[src/rtl/parity_frame_pkg.sv]
// Shared types and constants for the parity frame transmitter.
package parity_frame_pkg;

    // Start, stop and parity bits added around every data word.
    localparam int FRAME_OVERHEAD_BITS = 3;

    // Frame bit count for the default 8-bit word.
    localparam int DEFAULT_DATA_W     = 8;
    localparam int DEFAULT_FRAME_BITS = DEFAULT_DATA_W + FRAME_OVERHEAD_BITS;

    // Frame sequencing states of the transmitter controller.
    typedef enum logic [2:0] {
        ST_IDLE   = 3'd0,
        ST_START  = 3'd1,
        ST_DATA   = 3'd2,
        ST_PARITY = 3'd3,
        ST_STOP   = 3'd4
    } frame_state_t;

    // States of the serial parity accumulator.
    typedef enum logic {
        ACC_EVEN = 1'b0,
        ACC_ODD  = 1'b1
    } acc_state_t;

    // Total serial bits per frame for a given data width (DATA_W + 3).
    function automatic int frame_bits(input int data_w);
        return data_w + FRAME_OVERHEAD_BITS;
    endfunction

endpackage

[src/rtl/parity_frame_tx_parity_accum.sv]
// Two-state serial parity accumulator: tracks whether an even or odd
// number of ones has been absorbed since the last clear.
module parity_accum
    import parity_frame_pkg::*;
(
    input  logic clk,
    input  logic reset,
    input  logic clear,
    input  logic bit_valid,
    input  logic bit_in,
    output logic parity
);

    acc_state_t r_state;
    acc_state_t w_state_next;

    // State register, cleared asynchronously to EVEN.
    always_ff @(posedge clk or posedge reset) begin
        if (reset) begin
            r_state <= ACC_EVEN;
        end else begin
            r_state <= w_state_next;
        end
    end

    // Next state: clear wins; otherwise a valid one toggles the parity.
    always_comb begin
        w_state_next = r_state;
        if (clear) begin
            w_state_next = ACC_EVEN;
        end else if (bit_valid && bit_in) begin
            case (r_state)
                ACC_EVEN: w_state_next = ACC_ODD;
                ACC_ODD:  w_state_next = ACC_EVEN;
                default:  w_state_next = ACC_EVEN;
            endcase
        end
    end

    // Output: XOR of all absorbed bits.
    always_comb begin
        parity = (r_state == ACC_ODD);
    end

endmodule

[src/rtl/parity_frame_tx.sv]
// Serial frame transmitter: start bit, DATA_W data bits LSB-first,
// parity bit, stop bit. Parity is built bit-serially while shifting.
module parity_frame_tx
    import parity_frame_pkg::*;
#(
    parameter int DATA_W     = 8,
    parameter int BIT_CYCLES = 1,
    parameter int ODD_PARITY = 0
) (
    input  logic              clk,
    input  logic              reset,
    input  logic [DATA_W-1:0] in_data,
    input  logic              in_valid,
    output logic              in_ready,
    output logic              tx,
    output logic              busy,
    output logic              frame_done
);

    localparam int CNT_W = $clog2(BIT_CYCLES + 1);
    localparam int IDX_W = $clog2(DATA_W);
    localparam logic [CNT_W-1:0] CNT_LAST = CNT_W'(BIT_CYCLES - 1);
    localparam logic [IDX_W-1:0] IDX_LAST = IDX_W'(DATA_W - 1);
    localparam logic             ODD_BIT  = (ODD_PARITY != 0);

    frame_state_t      r_state;
    frame_state_t      w_state_next;
    logic [DATA_W-1:0] r_shift;
    logic [CNT_W-1:0]  r_bit_cnt;
    logic [IDX_W-1:0]  r_bit_idx;
    logic              r_frame_done;

    logic w_accept;
    logic w_bit_end;
    logic w_last_data;
    logic w_absorb;
    logic w_parity;

    assign w_accept    = (r_state == ST_IDLE) && in_valid;
    assign w_bit_end   = (r_bit_cnt == CNT_LAST);
    assign w_last_data = (r_bit_idx == IDX_LAST);
    assign w_absorb    = (r_state == ST_DATA) && w_bit_end;

    // The accumulator only sees a bit at the end of each data-bit slot.
    parity_accum u_parity_accum (
        .clk       (clk),
        .reset     (reset),
        .clear     (w_accept),
        .bit_valid (w_absorb),
        .bit_in    (r_shift[0]),
        .parity    (w_parity)
    );

    // State register.
    always_ff @(posedge clk or posedge reset) begin
        if (reset) begin
            r_state <= ST_IDLE;
        end else begin
            r_state <= w_state_next;
        end
    end

    // Next-state logic; each non-idle state advances at its bit boundary.
    always_comb begin
        w_state_next = r_state;
        case (r_state)
            ST_IDLE:   if (in_valid)                  w_state_next = ST_START;
            ST_START:  if (w_bit_end)                 w_state_next = ST_DATA;
            ST_DATA:   if (w_bit_end && w_last_data)  w_state_next = ST_PARITY;
            ST_PARITY: if (w_bit_end)                 w_state_next = ST_STOP;
            ST_STOP:   if (w_bit_end)                 w_state_next = ST_IDLE;
            default:                                  w_state_next = ST_IDLE;
        endcase
    end

    // Datapath: capture on accept, bit timing, shifting and data index.
    always_ff @(posedge clk or posedge reset) begin
        if (reset) begin
            r_shift   <= '0;
            r_bit_cnt <= '0;
            r_bit_idx <= '0;
        end else if (w_accept) begin
            r_shift   <= in_data;
            r_bit_cnt <= '0;
            r_bit_idx <= '0;
        end else if (r_state != ST_IDLE) begin
            if (w_bit_end) begin
                r_bit_cnt <= '0;
            end else begin
                r_bit_cnt <= r_bit_cnt + CNT_W'(1);
            end
            if (w_absorb) begin
                r_shift <= r_shift >> 1;
                // Index saturates at the last bit; the PARITY move takes over.
                if (!w_last_data) begin
                    r_bit_idx <= r_bit_idx + IDX_W'(1);
                end
            end
        end
    end

    // Completion pulse lands in the first IDLE cycle after the stop bit.
    always_ff @(posedge clk or posedge reset) begin
        if (reset) begin
            r_frame_done <= 1'b0;
        end else begin
            r_frame_done <= (r_state == ST_STOP) && w_bit_end;
        end
    end

    // Output decode from the current state.
    always_comb begin
        tx       = 1'b1;
        in_ready = 1'b0;
        busy     = 1'b1;
        case (r_state)
            ST_IDLE: begin
                tx       = 1'b1;
                in_ready = 1'b1;
                busy     = 1'b0;
            end
            ST_START:  tx = 1'b0;
            ST_DATA:   tx = r_shift[0];
            ST_PARITY: tx = w_parity ^ ODD_BIT;
            ST_STOP:   tx = 1'b1;
            default: begin
                tx       = 1'b1;
                in_ready = 1'b0;
                busy     = 1'b1;
            end
        endcase
        frame_done = r_frame_done;
    end

endmodule

[config.mk]
export PLATFORM = sky130hd
export DESIGN_NAME = parity_frame_tx
export DESIGN_NICKNAME = d
export VERILOG_FILES = /design/src/rtl/parity_frame_pkg.sv /design/src/rtl/parity_frame_tx_parity_accum.sv /design/src/rtl/parity_frame_tx.sv
export SDC_FILE = /design/constraint.sdc
export NUM_CORES = 1
export LEC_CHECK = 0
export CAP_MARGIN = 25
export CORE_ASPECT_RATIO = 1.5
export CORE_UTILIZATION = 35
export CTS_BUF_LIST = sky130_fd_sc_hd__clkbuf_4 sky130_fd_sc_hd__clkbuf_8
export CTS_CLUSTER_SIZE = 14
export DETAILED_ROUTE_END_ITERATION = 10
export GPL_ROUTABILITY_DRIVEN = 0
export SKIP_LAST_GASP = 1
export SLEW_MARGIN = 10
export SYNTH_ARGS = -nofsm -noshare
export SYNTH_HDL_FRONTEND = slang
export SYNTH_SLANG_ARGS = --single-unit
[constraint.sdc]
create_clock -name clk -period 2.1 [get_ports clk]
set_clock_uncertainty 0.1 [all_clocks]
set_input_delay 0.21 -clock clk [delete_from_list [all_inputs] [get_ports clk]]
set_output_delay 0.21 -clock clk [all_outputs]
set_load 0.05 [all_outputs]
==> results of run 1 <==
cell usage in the layout (no fill, tap or decap):
cell             instances
a21o_1                   7
a21oi_1                  1
a22o_1                  10
and4bb_2                 1
buf_4                    4
clkbuf_4                 3
clkdlybuf4s50_1         11
dfrtp_1                 16
ha_1                     2
inv_1                    2
mux2_4                   1
mux2i_1                  1
nand2_1                  2
nor2_1                   4
nor2_2                   1
nor3_1                   1
nor3_2                   1
nor3b_1                  2
nor3b_4                  1
nor4b_4                  2
or2_2                    1
xnor2_1                  2
per-layer routing:
layer / global-route usage (%) / vias to the layer above
met5: 0 / -
met4: 8.57 / 0
met3: 2.20 / 2
met2: 19.9 / 15
met1: 16.4 / 230
li1: - / 256
state kept, by name, summed over array words and instances (netlist names):
name                   flops
frame_done                 1
r_bit_idx                  3
r_shift                    8
r_state                    3
u_parity_accum.parity      1
stage by stage:
step | hold slack [ns] | worst slack (ns) | instances | total power, mW | cell area (µm²)
after global placement | 0.362 | 0.373 | 95 | 1.37 | 932
final | 0.192 | 0.132 | 98 | 1.52 | 955
after detailed placement | 0.367 | 0.351 | 95 | 1.38 | 932
after floorplan | 0.0237 | 0.0621 | 62 | 1.24 | 800
after CTS | 0.212 | 0.118 | 98 | 1.55 | 955
after global routing | 0.273 | 0.00708 | 98 | 1.64 | 955
final cells by class:
class | count | area [µm²] | share of cell area (%)
multi-input cells | 40 | 357 | 37.4
clock buffers | 3 | 22.5 | 2.36
flip-flops and latches | 16 | 400 | 41.9
inverters | 2 | 7.51 | 0.786
repair buffers | 15 | 140 | 14.7
well taps | 22 | 27.5 | 2.88
logic make-up (layout without fill, tap and decap cells):
logic type / Yosys count / after routing / synth area share [%]
xor gates and xnor gates: 2 / 2 / 2.21
AOI/OAI and AO/OA: 18 / 18 / 18.3
and+or+nand+nor: 16 / 16 / 17.5
buffers and inverters: 6 / 20 / 5.35
adders and majority gates: 2 / 2 / 3.15
muxes: 2 / 2 / 3.15
DFF: 16 / 16 / 50.4
final timing paths:
| kind | start | endpoint | slack (ns) | cells after the start |
|---|---|---|---|---|
| max | r_state[1]$_DFFE_PP0P_ | tx | 0.13 | 4 |
| min reg2reg | r_shift[4]$_DFFE_PP0P_ | r_shift[4]$_DFFE_PP0P_ | 0.39 | 1 |
| min in group clk | r_shift[4]$_DFFE_PP0P_ | r_shift[4]$_DFFE_PP0P_ | 0.39 | 1 |
| max in group asynchronous | reset | u_parity_accum.parity$_DFFE_PP0P_ | 1.31 | 2 |
| min | reset | r_shift[6]$_DFFE_PP0P_ | 0.19 | 2 |
| max reg2reg | r_bit_idx[0]$_DFFE_PP0P_ | r_bit_idx[0]$_DFFE_PP0P_ | 0.36 | 5 |
power by group through the flow:
stage | Clock, mW | Combinational (mW) | Sequential (mW)
2_1_floorplan | 0 | 0.719 | 0.519
3_3_place_gp | 0 | 0.778 | 0.591
3_5_place_dp | 0 | 0.786 | 0.598
4_1_cts | 0.166 | 0.788 | 0.591
5_1_grt | 0.171 | 0.855 | 0.613
6_report | 0.154 | 0.774 | 0.590
worst register-to-register path, cell delays in order, from the launching register on:
cell and delay (ns):
dfrtp_1 0.41, ha_1 0.21, ha_1 0.22, nor4b_4 0.30
nor2_1 0.13, mux2_4 0.27
==> out/metrics.csv, run 1 <==
metric,value,unit
layout cells sized above 1,19.7,%
met2 wire len,556,µm
CP max stage cell,dfrtp_1,
Total GRT Usage,13.1,%
largest net degree at the start of global routing,17,
sequential share of the synthesized area,50.4,%
Ports,15,
setup TNS,0,ns
Worst setup SP type,flop,
Pleak,0.473,nW
CTS root buf,clkbuf_4,
"top cells by count, synth","dfrtp_1 (16), a22o_1 (10), a21o_1 (7), nor2_1 (4)",
clock-pin slew on the worst setup and hold paths,0.09,ns
yosys warns,0,
sequential share of power,38.9,%
first-pass GRT wire length,2200,µm
period utilization,93.7,%
cts repair resizes,0,
Post-Syn Area per Cell,12.8,µm²
total number of vias,503,
switching power,0.630,mW
crit-path max FO,11,
Iter 0 DRT Violations,19,
Die Width,40.9,µm
asr flop ratio synth,100,%
Top Layer Used,met4,
crit-path cells,"nor3b_1, a21oi_1, or2_2, buf_4",
drt first pass iters,2,
final setup fails,0,
Hold Path Class,in -> async,
diode count,0,
combinational power share,51.0,%
Yosys reg bits,16,
drt drc,0,
TritonCTS buffer count,3,
RSZ-0062 raised after global routing,no,
initial antenna violation count,0,
clk sinks,16,
Sw Share,41.5,%
met1 wire length,593,µm
CTS tree,yes,
CP max stage delay,0.60,ns
Die H,60.4,µm
FP Rows,20,
number of max-cap violations,0,
NumNets Final,91,
vias in the first global route,526,
fill count,207,
CTS max path bufs,2,
CP required,1.79,ns
status,"finished, final reports clean",
Final ANT Viol Nets,0,
Buffers on Ports,14,
Die ar.,2470,µm²
WL met3,57,µm
Slew @ Worst Pin,0.607,ns
core area,2080,µm²
final design utilization,46.0,%
Mapped Area,795,µm²
Rel. slew slack,59.5,%
CP endpoint kind,output port,
Post-synth top flop,dfrtp_1,
Buf/Inv on CP,1,
max-slew violation count,0,
cell internal pwr,0.888,mW
Layout area overhead,20.2,%
"Arr. time, crit path",1.66,ns
family with the most delay on the worst path,flip-flops,
Synth top area share,50.4,%
Synth area leaders,"dfrtp_1 (50%), a22o_1 (11%), a21o_1 (6.6%), nor4b_4 (6.0%), ha_1 (3.1%)",
Post-Route WL,1230,µm
starting density of the core,38.3,%
Max Clk Rate,508,MHz
count of different cell masters after synthesis,21,
Peak supply drop,0.688,mV
post-CTS setup buffers,0,
Tmin final,1.97,ns
per-cell routed wire length,12.5,µm
Clk pwr share,10.1,%
cell area power density,1590,nW/µm²
H-tree levels,1,
"Net Count, Synth",75,
Worst-Skew Late Latency,0.28,ns
"EDFF count, synth",0,
cell with the most instances after synthesis,dfrtp_1,
final hold vios,0,
via/cell ratio,5.13,
post-synth top area cell,dfrtp_1,
Post-CTS Hold Buffers,0,
Post-Synthesis Cells,62,
GRT Residual Overflow,0,
crit path kind,reg -> out,
No activity file was read; power rests on OpenSTA's default activity.
==> run 2, diff against run 1 <==
RECOVER_POWER = 25   (was not set)
==> out/metrics.csv, run 2 (synthesized netlist as in run 1, its figures left out) <==
metric,value,unit
status,"finished, final reports clean",
Slew @ Worst Pin,0.607,ns
drt drc,0,
family with the most delay on the worst path,flip-flops,
setup TNS,0,ns
Total GRT Usage,13.1,%
clk sinks,16,
crit path kind,reg -> out,
Buf/Inv on CP,1,
max-slew violation count,0,
Peak supply drop,0.688,mV
TritonCTS buffer count,3,
final hold vios,0,
Post-CTS Hold Buffers,0,
cell internal pwr,0.888,mW
total power,1.52,mW
diode count,0,
largest net degree at the start of global routing,17,
Worst-Skew Late Latency,0.28,ns
Die ar.,2470,µm²
number of max-cap violations,0,
vias in the first global route,526,
CTS max path bufs,2,
Largest register FFs,8,
Ports,15,
Rel. slew slack,59.5,%
period utilization,93.7,%
sequential cell area,400,µm²
Clk pwr share,10.1,%
placed insts,95,
Max Clk Rate,508,MHz
CP max stage delay,0.60,ns
final std cells w/o fill,98,
per-cell routed wire length,12.5,µm
area of the multi-input gates,357,µm²
Worst setup SP type,flop,
Hold Path Class,in -> async,
post-CTS setup buffers,0,
Die Width,40.9,µm
sequential share of power,38.9,%
"Arr. time, crit path",1.66,ns
CP max stage cell,dfrtp_1,
CP endpoint kind,output port,
total number of vias,503,
combinational power share,51.0,%
Tmin final,1.97,ns
CP required,1.79,ns
"most common cell after layout, fill and taps aside",dfrtp_1,
cts repair resizes,0,
Buffers on Ports,14,
worst r2r path cells,5,
Pleak,0.474,nW
initial antenna violation count,0,
Layout area overhead,20.2,%
cell area power density,1590,nW/µm²
final setup fails,0,
fill count,207,
Final ANT Viol Nets,0,
clock-pin slew on the worst setup and hold paths,0.09,ns
drt first pass iters,2,
core area,2080,µm²
crit-path cells,"nor3b_1, a21oi_1, or2_2, buf_4",
switching power,0.630,mW
instance count on the critical path,4,
GRT Residual Overflow,0,
first-pass GRT wire length,2200,µm
FP Rows,20,
Top Registers,"r_shift: 8 flops, r_bit_idx: 3 flops, r_state: 3 flops",
RSZ-0062 raised after global routing,no,
H-tree levels,1,
CTS tree,yes,
Post-Route WL,1230,µm
NumNets Final,91,
Reg with most FFs,r_shift,
Sw Share,41.5,%
CTS root buf,clkbuf_4,
Iter 0 DRT Violations,19,
via/cell ratio,5.13,
layout cells sized above 1,19.7,%
most frequent cells in the layout,"dfrtp_1 (16), a22o_1 (10), clkdlybuf4s50_1 (10), a21o_1 (7)",
crit-path max FO,11,
Die H,60.4,µm
starting density of the core,38.3,%
run 2: layout make-up:
| class | instances | area share [%] |
|---|---|---|
| clock buffer | 3 | 2.36 |
| inverter | 2 | 0.786 |
| multi-input combinational | 40 | 37.4 |
| sequential | 16 | 41.9 |
| tap | 22 | 2.88 |
| timing repair buffer | 15 | 14.7 |
run 2: worst reg2reg max path, cell delays in order, from the launching register on:
cell and delay (ns):
dfrtp_1 0.41, ha_1 0.21, ha_1 0.22, nor4b_4 0.30, nor2_1 0.13, mux2_4 0.27
run 2: power by group through the flow:
stage	clock (mW)	combinational, mW	sequential [mW]
after floorplan	0	0.719	0.519
after global placement	0	0.778	0.591
after detailed placement	0	0.786	0.598
after CTS	0.166	0.788	0.591
after global routing	0.171	0.854	0.613
final	0.154	0.774	0.590
run 2: worst paths after layout:
path / startpoint / endpoint / slack, ns
min: reset / r_shift[6]$_DFFE_PP0P_ / 0.33
max: r_state[1]$_DFFE_PP0P_ / tx / 0.13
min reg2reg: r_shift[4]$_DFFE_PP0P_ / r_shift[4]$_DFFE_PP0P_ / 0.39
min in group clk: r_shift[4]$_DFFE_PP0P_ / r_shift[4]$_DFFE_PP0P_ / 0.39
max reg2reg: r_bit_idx[0]$_DFFE_PP0P_ / r_bit_idx[0]$_DFFE_PP0P_ / 0.36
max in group asynchronous: reset / u_parity_accum.parity$_DFFE_PP0P_ / 1.18
run 2: through the flow:
stage          setup slack, ns  hold slack, ns  util [%]  cell area [µm²]
6_report                 0.132           0.329      46.0              955
5_1_grt                0.00708           0.407      46.0              955
4_1_cts                  0.118           0.212      46.0              955
3_5_place_dp             0.351           0.367      44.9              932
3_3_place_gp             0.373           0.362      44.9              932
2_1_floorplan           0.0621          0.0237         -              800
run 2: metal layers:
metal / up-vias / wire (µm) / global-route usage [%]
met5: - / 0 / 0
met2: 15 / 555 / 19.9
li1: 256 / - / -
met4: 0 / 19 / 8.57
met1: 230 / 593 / 16.4
met3: 2 / 57 / 2.20
==> run 3, diff against run 2 <==
SETUP_SLACK_MARGIN = 0.5   (was not set)
==> out/metrics.csv, run 3 (synthesized netlist as in run 1, its figures left out) <==
metric,value,unit
Iter 0 DRT Violations,24,
CTS max path bufs,2,
Pleak,0.556,nW
Max Clk Rate,589,MHz
crit path kind,reg -> out,
final hold vios,0,
Buffers on Ports,14,
Total GRT Usage,13.9,%
Largest register FFs,8,
NumNets Final,104,
setup TNS,0,ns
clk sinks,16,
H-tree levels,1,
total power,1.88,mW
starting density of the core,38.3,%
CP endpoint kind,output port,
FP Rows,20,
first-pass GRT wire length,2250,µm
fill count,182,
total number of vias,590,
Worst-Skew Late Latency,0.28,ns
Ports,15,
cell area power density,1670,nW/µm²
Reg with most FFs,r_shift,
final setup fails,0,
Final WS setup,0.403,ns
Peak supply drop,0.718,mV
Post-Route WL,1590,µm
Rel. slew slack,57.6,%
TritonCTS buffer count,3,
Slew @ Worst Pin,0.635,ns
Die H,60.4,µm
pre-CTS WS,0.362,ns
core area,2080,µm²
Die Width,40.9,µm
number of max-cap violations,0,
per-cell routed wire length,14.2,µm
"Arr. time, crit path",1.39,ns
drt drc,0,
Post-CTS Hold Buffers,0,
Final ANT Viol Nets,0,
period utilization,80.8,%
vias in the first global route,540,
layout cells sized above 1,40.0,%
CTS tree,yes,
Die ar.,2470,µm²
drt first pass iters,4,
most frequent cells in the layout,"dfrtp_1 (13), buf_4 (12), a22o_1 (10), clkdlybuf4s50_1 (9), a21o_1 (7)",
max-slew violation count,0,
RSZ-0062 raised after global routing,yes,
initial antenna violation count,0,
via/cell ratio,5.27,
Hold Path Class,in -> async,
Worst setup SP type,flop,
crit-path max FO,4,
placed inst area,961,µm²
CP max stage cell,dfrtp_2,
diode count,0,
CTS root buf,clkbuf_4,
GRT Residual Overflow,0,
CP required,1.79,ns
Top Registers,"r_shift: 8 flops, r_bit_idx: 3 flops, r_state: 3 flops",
CP max stage delay,0.45,ns
finished layout cell area,1120,µm²
Tmin final,1.70,ns
largest net degree at the start of global routing,17,
status,"finished, final reports clean",
Detailed Place HPWL,950,µm
clock-pin slew on the worst setup and hold paths,0.09,ns
"most common cell after layout, fill and taps aside",dfrtp_1,
crit-path cells,"nor3b_2, a21oi_1, or2_4, buf_8",
Layout area overhead,41.3,%
run 3: cell count changes in the layout (fill, tap and decap cells not counted), moves of 2 or more:
cell and change:
buf_4 +8, buf_6 +4, dfrtp_1 -3, dfrtp_2 +3, ha_1 -2
run 3: what timing repair did:
item	4_1_cts	5_1_grt
pin swaps	2	4
gates resized for setup	3	10
cloned	0	0
setup endpoints to repair	15	14
buffers inserted	7	5
run 3: stage by stage:
step           hold WS (ns)  instances  util (%)
2_1_floorplan        0.0237         62         -
4_1_cts               0.211        107      50.6
3_3_place_gp          0.363         96      46.3
5_1_grt               0.374        112      54.0
3_5_place_dp          0.370         96      46.3
6_report              0.339        112      54.0
run 3: final timing paths:
| check | slack, ns | endpoint | start | cells past startpoint |
|---|---|---|---|---|
| setup / recovery | 0.40 | tx | r_state[0]$_DFFE_PP0P_ | 4 |
| hold / removal | 0.34 | r_shift[4]$_DFFE_PP0P_ | reset | 2 |
| setup reg to reg | 0.50 | r_bit_idx[0]$_DFFE_PP0P_ | r_bit_idx[0]$_DFFE_PP0P_ | 5 |
| hold reg to reg | 0.39 | r_shift[4]$_DFFE_PP0P_ | r_shift[4]$_DFFE_PP0P_ | 1 |
| max in group asynchronous | 1.11 | r_state[0]$_DFFE_PP0P_ | reset | 2 |
| min in group clk | 0.39 | r_shift[4]$_DFFE_PP0P_ | r_shift[4]$_DFFE_PP0P_ | 1 |
run 3: per-layer routing:
metal  share of wire, %  global-route usage (%)  routed length, µm
met1                 44                    17.0                695
met2                 52                    21.2                827
met3                2.9                    2.20                 46
met4                1.1                    10.0                 18
met5                  0                       0                  0
run 3: power by group:
group | switching, mW | leakage, nW | internal [mW] | total [mW]
sequential | 0.0955 | 0.200 | 0.444 | 0.540
clock | 0.0952 | 0.0210 | 0.105 | 0.201
combinational | 0.541 | 0.334 | 0.594 | 1.14
run 3: area by class of cell:
class,instances,area (µm²),area share [%]
flip-flops and latches,16,404,36.0
multi-input cells,40,388,34.6
repair buffers,28,259,23.1
clock buffers,4,36.3,3.23
well taps,22,27.5,2.45
inverters,2,7.51,0.669
run 3: worst max-delay path: cells and delay by family (launching register included):
family | cells | cell delay [ns]
and+or+nand+nor | 2 | 0.43
DFF | 1 | 0.45
buffers and inverters | 1 | 0.15
AOI/OAI and AO/OA | 1 | 0.08
